## src/rtl/lap_stopwatch.sv

```systemverilog
// M:SS.t BCD stopwatch with start/stop/resume, a circular lap buffer and lap recall.
// Outputs are decoded from registers only; the lap memory is read by lap number.

module lap_stopwatch_digit #(
  parameter int MAX = 9
) (
  input  logic       clk,
  input  logic       reset,
  input  logic       clr,
  input  logic       inc,
  output logic [3:0] q,
  output logic       carry
);
  assign carry = inc && (q == 4'(MAX));

  always_ff @(posedge clk or negedge reset) begin
    if (!reset)   q <= 4'd0;
    else if (clr) q <= 4'd0;
    else if (inc) q <= carry ? 4'd0 : q + 4'd1;
  end
endmodule

module lap_stopwatch #(
  parameter int DIV  = 5000000,
  parameter int LAPS = 4,
  parameter int IW   = $clog2(LAPS+1)
) (
  input  logic          clk,
  input  logic          reset,
  input  logic          start_p,
  input  logic          lap_p,
  input  logic          recall_p,
  output logic [15:0]   time_bcd,
  output logic [IW-1:0] lap_idx,
  output logic [IW-1:0] lap_cnt,
  output logic          running,
  output logic          lap_full,
  output logic          ovf
);
  localparam int DW = $clog2(DIV);
  localparam int PW = (LAPS > 1) ? $clog2(LAPS) : 1;

  typedef enum logic [1:0] {S_IDLE, S_RUN, S_STOP, S_RECALL} state_t;

  state_t           st, nxt;
  logic [DW-1:0]    div;
  logic [3:0][3:0]  dig;
  logic [4:0]       inc_c;
  logic [PW-1:0]    wr_ptr, rd_pos;
  logic [IW-1:0]    rd_idx;
  logic [15:0]      lap_mem [LAPS];
  logic             count_en, tick, do_lap, do_rec, capture, clr_all;
  int               pos_i;

  // start_p outranks lap_p, which outranks recall_p
  assign do_lap   = lap_p & ~start_p;
  assign do_rec   = recall_p & ~start_p & ~lap_p;
  assign count_en = (st == S_RUN) & ~start_p;
  assign tick     = count_en & (div == DW'(DIV-1));
  assign capture  = (st == S_RUN) & do_lap;
  assign clr_all  = (st == S_STOP) & do_lap;

  always_comb begin
    nxt = st;
    case (st)
      S_IDLE:   if (start_p) nxt = S_RUN;
      S_RUN:    if (start_p) nxt = S_STOP;
      S_STOP: begin
        if (start_p)                       nxt = S_RUN;
        else if (lap_p)                    nxt = S_IDLE;
        else if (recall_p && lap_cnt != 0) nxt = S_RECALL;
      end
      S_RECALL: if (start_p) nxt = S_STOP;
      default:  nxt = S_IDLE;
    endcase
  end

  always_ff @(posedge clk or negedge reset) begin
    if (!reset) st <= S_IDLE;
    else        st <= nxt;
  end

  always_ff @(posedge clk or negedge reset) begin
    if (!reset)        div <= '0;
    else if (clr_all)  div <= '0;
    else if (count_en) div <= (div == DW'(DIV-1)) ? '0 : div + DW'(1);
  end

  assign inc_c[0] = tick;
  for (genvar i = 0; i < 4; i++) begin : g_dig
    localparam int MAX = (i == 2) ? 5 : 9;
    lap_stopwatch_digit #(.MAX(MAX)) u_dig (
      .clk   (clk),
      .reset (reset),
      .clr   (clr_all),
      .inc   (inc_c[i]),
      .q     (dig[i]),
      .carry (inc_c[i+1])
    );
  end

  always_ff @(posedge clk or negedge reset) begin
    if (!reset)        ovf <= 1'b0;
    else if (clr_all)  ovf <= 1'b0;
    else if (inc_c[4]) ovf <= 1'b1;
  end

  always_ff @(posedge clk or negedge reset) begin
    if (!reset) begin
      wr_ptr  <= '0;
      lap_cnt <= '0;
    end else if (clr_all) begin
      wr_ptr  <= '0;
      lap_cnt <= '0;
    end else if (capture) begin
      wr_ptr <= (wr_ptr == PW'(LAPS-1)) ? '0 : wr_ptr + PW'(1);
      if (!lap_full) lap_cnt <= lap_cnt + IW'(1);
    end
  end

  // capture stores the value shown before this edge's tick
  always_ff @(posedge clk) begin
    if (capture) lap_mem[wr_ptr] <= dig;
  end

  always_ff @(posedge clk or negedge reset) begin
    if (!reset)
      rd_idx <= '0;
    else if (st == S_STOP && nxt == S_RECALL)
      rd_idx <= lap_cnt;
    else if (st == S_RECALL && do_rec)
      rd_idx <= (rd_idx == IW'(1)) ? lap_cnt : rd_idx - IW'(1);
  end

  // lap number 1 is the oldest; once full, the oldest sits at the write pointer
  always_comb begin
    pos_i = int'(rd_idx) - 1 + (lap_full ? int'(wr_ptr) : 0);
    if (pos_i < 0)     pos_i = 0;
    if (pos_i >= LAPS) pos_i = pos_i - LAPS;
    rd_pos = PW'(pos_i);
  end

  assign running  = (st == S_RUN);
  assign lap_full = (lap_cnt == IW'(LAPS));
  assign lap_idx  = (st == S_RECALL) ? rd_idx : '0;
  assign time_bcd = (st == S_RECALL) ? lap_mem[rd_pos] : dig;
endmodule

```

## config.mk

```make
export PLATFORM = sky130hd
export DESIGN_NAME = lap_stopwatch
export DESIGN_NICKNAME = d
export VERILOG_FILES = /design/src/rtl/lap_stopwatch.sv
export SDC_FILE = /design/constraint.sdc
export NUM_CORES = 1
export LEC_CHECK = 0
export CORE_MARGIN = 3
export CORE_UTILIZATION = 54
export CTS_CLUSTER_SIZE = 40
export DETAILED_ROUTE_END_ITERATION = 6
export PLACE_DENSITY_LB_ADDON = 0.15
export SLEW_MARGIN = 40
export SYNTH_ARGS = -nofsm -noshare
export SYNTH_HDL_FRONTEND = slang
export SYNTH_SLANG_ARGS = --single-unit
```

## constraint.sdc

```tcl
create_clock -name clk -period 3.3 [get_ports clk]
set_clock_uncertainty 0.1 [all_clocks]
set_input_delay 0.495 -clock clk [delete_from_list [all_inputs] [get_ports clk]]
set_output_delay 0.495 -clock clk [all_outputs]
set_load 0.02 [all_outputs]
```

Yosys cells after proc, flatten, opt, wreduce, memory -nomap -nowiden:

Memory sizes are Yosys's and may differ from the RTL's.
Index checks and enable logic that the tools add are counted.

* register bits after elaboration: 50
* RAM bits: 64
* input bits: 5
* logic and storage cells: 104
* memories: 1

Memory list
* lap_mem: words 4, width 16, rd ports 1, clocked after memory_dff 0, wr ports 1, RTL line 51 `logic [15:0] lap_mem [LAPS];`

* add/sub/neg operators: 11
* magnitude comparators: 2
* equality and inequality tests: 13
* muxes and demuxes: 39
* bitwise logic cells: 9
* reduce and logical (&&, ||, !) cells: 19

Operators by type and width (count)
* 23-bit two-way mux: 3
* 4-bit two-way mux: 12
* 32-bit by 4-bit >= comparator with 1-bit output, second input constant: 1
* 32-bit two-way mux: 1
* 23-bit by 1-bit adder with 23-bit output, second input constant: 1
* 23-bit equality test, second input constant: 1
* 3-bit two-way mux: 7
* 2-bit two-way mux: 10
* 4-bit by 1-bit adder with 4-bit output, second input constant: 4
* 16-bit two-way mux: 1
* 2-bit nonzero test: 8
* 4-bit equality test, second input constant: 3
* 2-bit equality test, second input constant: 4
* 1-bit bitwise AND: 7
* 1-bit logical AND: 7
* 2-bit one-hot mux with 3 select lines: 1
* 4-bit by 3-bit adder with 5-bit output: 1
* 5-bit by 1-bit less-than comparator with 1-bit output, second input constant: 1
* 4-bit by 3-bit equality test with 1-bit output, second input constant: 1
* 1-bit two-way mux: 4
* 3-bit by 1-bit subtractor with 4-bit output, second input constant: 1
* 3-bit by 1-bit adder with 3-bit output, second input constant: 1
* 3-bit by 1-bit equality test with 1-bit output, second input constant: 1
* 3-bit equality test, second input constant: 1
* 10 further kinds: 11

Logic depth before layout (Yosys ltp):

* word-level depth: 10
* depth in mapped cells: 12
* gate-level depth less buffers: 10

Hierarchy:

Synthesis repeated with hierarchy kept, for this count alone.

* cell total of the unflattened synthesis: 539
* area total of the unflattened synthesis: 5799.3 µm²

Modules (own cells, without submodules)
* lap_stopwatch: times used 1, cells an instance 436, area an instance 4852.2 µm²
* lap_stopwatch_digit at g_dig[0].u_dig ...: times used 3, cells an instance 26, area an instance 237.7 µm²
* lap_stopwatch_digit at g_dig[2].u_dig: times used 1, cells an instance 25, area an instance 234.0 µm²

Worst setup path before layout:

No wires, ideal clock.

* kind: reg2out
* from: reg lap_cnt[0]
* to: out time_bcd[10]
* data arrival time: 2847 ps
* slack: -142 ps
* cell stages (with the launch flop): 12
* path buffers: 1
* cells stage by stage: dfrtp_1 inv_1 ha_1 and3_1 ha_1 fa_1 a2111o_1 nand2_1 clkbuf_1 nand2_1 a311oi_1 a21o_1

* longest elaborated chain between the ends: 9

Ends and longest elaborated chain
* start: declaration: RTL line 35 `output logic [IW-1:0] lap_cnt,`
* start signal: assignment: RTL line 117 `if (!lap_full) lap_cnt <= lap_cnt + IW'(1);`
* 3-bit equality test (*): RTL line 144 `assign lap_full = (lap_cnt == IW'(LAPS));`
* 2-bit two-way mux (*): RTL line 137 `pos_i = int'(rd_idx) - 1 + (lap_full ? int'(wr_ptr) : 0);`
* 4-bit by 3-bit adder with 5-bit output (*): RTL line 137
* 5-bit by 1-bit less-than comparator with 1-bit output: RTL line 138 `if (pos_i < 0) pos_i = 0;`
* 32-bit two-way mux (*): RTL line 138
* 32-bit by 4-bit >= comparator with 1-bit output or 2-bit by 1-bit subtractor with 2-bit output (tied branches): RTL line 139 `if (pos_i >= LAPS) pos_i = pos_i - LAPS;`
* 2-bit two-way mux (*): RTL line 139
* memory read 4 x 16 bit (*)
* 16-bit two-way mux (*): RTL line 146 `assign time_bcd = (st == S_RECALL) ? lap_mem[rd_pos] : dig;`
* end: declaration: RTL line 33 `output logic [15:0] time_bcd,`

Every way passes the cells marked *; elsewhere a longest branch is shown, timed or not.

Worst setup path after layout:

* from: reg lap_cnt[1]
* to: out time_bcd[14]

The elaborated chain is that of the path after synthesis.

==> results_dict.tcl <==
set metrics [dict create \
    violations "setup timing" \
    globalRouteMet1Util 0.328 \
    antenna_found_initial 0 \
    status "finished with violations" \
    crit_family "compound AO/OA/AOI/OAI gates" \
    tritoncts "built" \
    switchingPower_mw 2.29 \
    hp-class "input pin to asynchronous set/reset pin" \
    cp-end-kind "output pin" \
    power.leakage_nw 2.98 \
    rsz0062_at_grt "yes" \
    drive_gt1_frac 0.226 \
    switching_share 0.367 \
    p_per_area_mw_per_mm2 863 \
    crit_path_max_fanout 6 \
    place_congestion 0.840 \
    die_y_um 109 \
    netlist_area_mm2 0.00572 \
    io_pins 30 \
    final_area_mm2 0.00721 \
    cp.depth 12 \
    setup_viol 16 \
    place_area_mm2 0.00636 \
    grt_first_pass_wirelength_mm 22.3 \
    yosys_warnings 0 \
    slew_viol_final 0 \
    cp.arrival_ns 3.12 \
    cp.buffers_inverters 3 \
    use_met3 0.0480 \
    synthToLayoutAreaGrowth_pct 26.0 \
    combPwrFrac 0.462 \
    drt_drc_violations_left 0 \
    start_util 0.570 \
    synth_seq_area_share 0.554 \
    htreeDepth 4 \
    dp_hpwl_mm 8.43 \
    synth.distinct_cells 61 \
    critPathLaunchType "flop" \
    grt_max_degree 36 \
    max-slew-margin-rel 0.520 \
    diodes 0 \
    synth_edf_count 64 \
    nets 612 \
    drt_first_pass_iters 4 \
    rows 36 \
    syn-instance-count 524 \
    syn_area_per_cell_um2 10.9 \
    gr-usage-met2 0.409 \
    p_clk_frac 0.257 \
    track_usage 0.246 \
    power.ir.vdd_worst_mv 0.613 \
    synth-main-ff-cell "edfxtp_1" \
    clk_latency_ns 0.51 \
    fin_ws_ns -0.413 \
    final_util 0.718 \
    clock-sinks 114 \
    synth_nets 548 \
    first_iter_violations 371 \
    max_freq_mhz 269 \
    max_stage_delay_ns 0.47 \
    detailroute.via_count 4454 \
    die_width_um 109 \
    internal_power_mw 3.94 \
    grt-busiest-layer "met2" \
    wirelength_mm 13.6 \
    path_cells "inv_2 -> ha_4 -> and3_4 -> ha_4 -> fa_2 -> a2111o_1 -> nand2_4 -> buf_16 -> a211oi_2 -> a311oi_2 -> a21o_1 -> buf_6" \
    fin_crit_ns 3.71 \
    routedWlPerCell_um 18.5 \
    seqPwrFrac 0.281 \
    crit_top_cell "ha_4" \
    cap_viol_max_count 0 \
    globalRouteOverflowTotal 0 \
    routed_via_density 6.07 \
    power_mw 6.23 \
    synth_seq_cells 114 \
    clk_pin_slew_worst_paths_ns 0.06 \
    num-fill-cells 687 \
    worstPathRequired_ns 2.70 \
    slowest_stage "a2111o_1" \
    max_slew.worst_pin.slew_ns 0.714 \
    cts_root_buffer "clkbuf_8" \
    worstSetupPathType "flop to output pin" \
    portBuffers 29 \
    async_flop_share 0.439 \
    grt_pass1_vias 4372 \
    clk_path_buf_depth 2 \
    ant_nets 0 \
    final_hold_viol_count 0 \
    coreArea_mm2 0.0100 \
    numCtsBuffers 17 \
    period_share 1.13 \
    die_area_mm2 0.0119 \
    reg2reg_depth 6 \
]
## cell usage after synthesis (all sizes together) (4+ instances only)
cell    count  area [um^2]
nand2b      5         31.3
and3       14         88.8
a211oi     19          143
nand4       8         56.3
mux2i      10          100
o31ai       4         30.0
nand3      16         80.1
nor3        7         35.0
edfxtp     64         1920
nor2       41          154
dfrtp      50         1250
a21o       17          128
inv        20         75.1
a311oi     19          166
nand2      54          203
nor2b      18          113
xor2        5         43.8
nand3b      6         45.0
and2        7         43.8
buf         7         46.3
or4b        4         40.0
o21ai      14         70.1
nor4        7         43.8
a31oi      10         62.6
ha         18          225
clkbuf     20         76.3
a21oi      20          100
## worst paths after layout
kind / startpoint / end / slack, ns
worst min-delay path: reset / st[0] / 0.41
max in group asynchronous: reset / g_dig[0].u_dig.q[2] / 1.91
worst max-delay path: lap_cnt[1] / time_bcd[14] / -0.41
min in group clk: ovf / ovf / 0.41
worst min register to register: ovf / ovf / 0.41
worst max register to register: div[0] / g_dig[2].u_dig.q[3] / 0.41
## per-layer routing
| metal | share of wire | routed length [um] |
|---|---|---|
| met1 | 0.44 | 6010 |
| met2 | 0.49 | 6630 |
| met3 | 0.055 | 753 |
| met5 | 0 | 0 |
| met4 | 0.015 | 203 |
## cells by family after synthesis
logic type                 after synthesis  share of synthesized area
muxes                                   10                     0.0175
buffers and inverters                   48                     0.0363
xor gates and xnor gates                 8                     0.0122
DFF                                    114                      0.554
AOI/OAI and AO/OA                      120                      0.148
and+or+nand+nor                        205                      0.189
adders and majority gates               19                     0.0428
## power by group through the flow
stage	Combinational [mW]	Sequential, mW	Clock, mW
floorplan	1.22	1.77	0
global route	3.06	1.77	1.69
global placement	2.06	1.76	0
finish	2.87	1.75	1.60
detailed placement	2.12	1.77	0
CTS	2.78	1.75	1.62
## flip-flops by register name, indices dropped and copies added, names as in the netlist
signal and cells:
ovf 1, div 23, st 2, lap_cnt 3
g_dig.u_dig.q 16, lap_mem 64, rd_idx 3, wr_ptr 2
## layout make-up
class / count / area, um^2 / share of cell area
clock buffers: 17 / 414 / 0.0574
clock inverters: 15 / 113 / 0.0156
inverters: 20 / 75.1 / 0.0104
multi-input cells: 362 / 2510 / 0.349
flip-flops and latches: 114 / 3180 / 0.440
well taps: 133 / 166 / 0.0231
repair buffers: 73 / 756 / 0.105
## metrics by stage
stage / setup WS, ns / instances / hold slack [ns] / TNS (ns)
floorplan: 0.0194 / 524 / 0.0994 / 0
global placement: -0.320 / 692 / 0.393 / -4.78
detailed placement: -0.447 / 692 / 0.398 / -6.09
CTS: -0.467 / 732 / 0.400 / -6.70
global route: -0.518 / 734 / 0.437 / -7.76
finish: -0.413 / 734 / 0.407 / -5.96
## cells in the final DEF (no fill, tap or decap), types with 12 or more instances in the layout
cell type,Yosys,routed
edfxtp_1,64,64
nand2_1,54,48
dfrtp_1,50,48
nor2_1,41,40
buf_4,1,35
a21oi_1,20,19
inv_1,20,18
nor2b_1,18,18
a21o_1,17,17
nand3_1,16,16
ha_1,18,16
clkbuf_16,0,16
buf_6,2,16
o21ai_0,13,13
and3_1,13,12
a311oi_1,19,12
clkdlybuf4s50_1,0,12
## repair_timing
item,4_1_cts,5_1_grt
gates cloned,3,0
pin swaps,22,10
hold buffers,1,0
gates resized for setup,131,5
setup buffers,4,2
setup endpoints to repair,16,16
endpoints found under the hold margin,22,0
(Power assumes the default switching activity.)
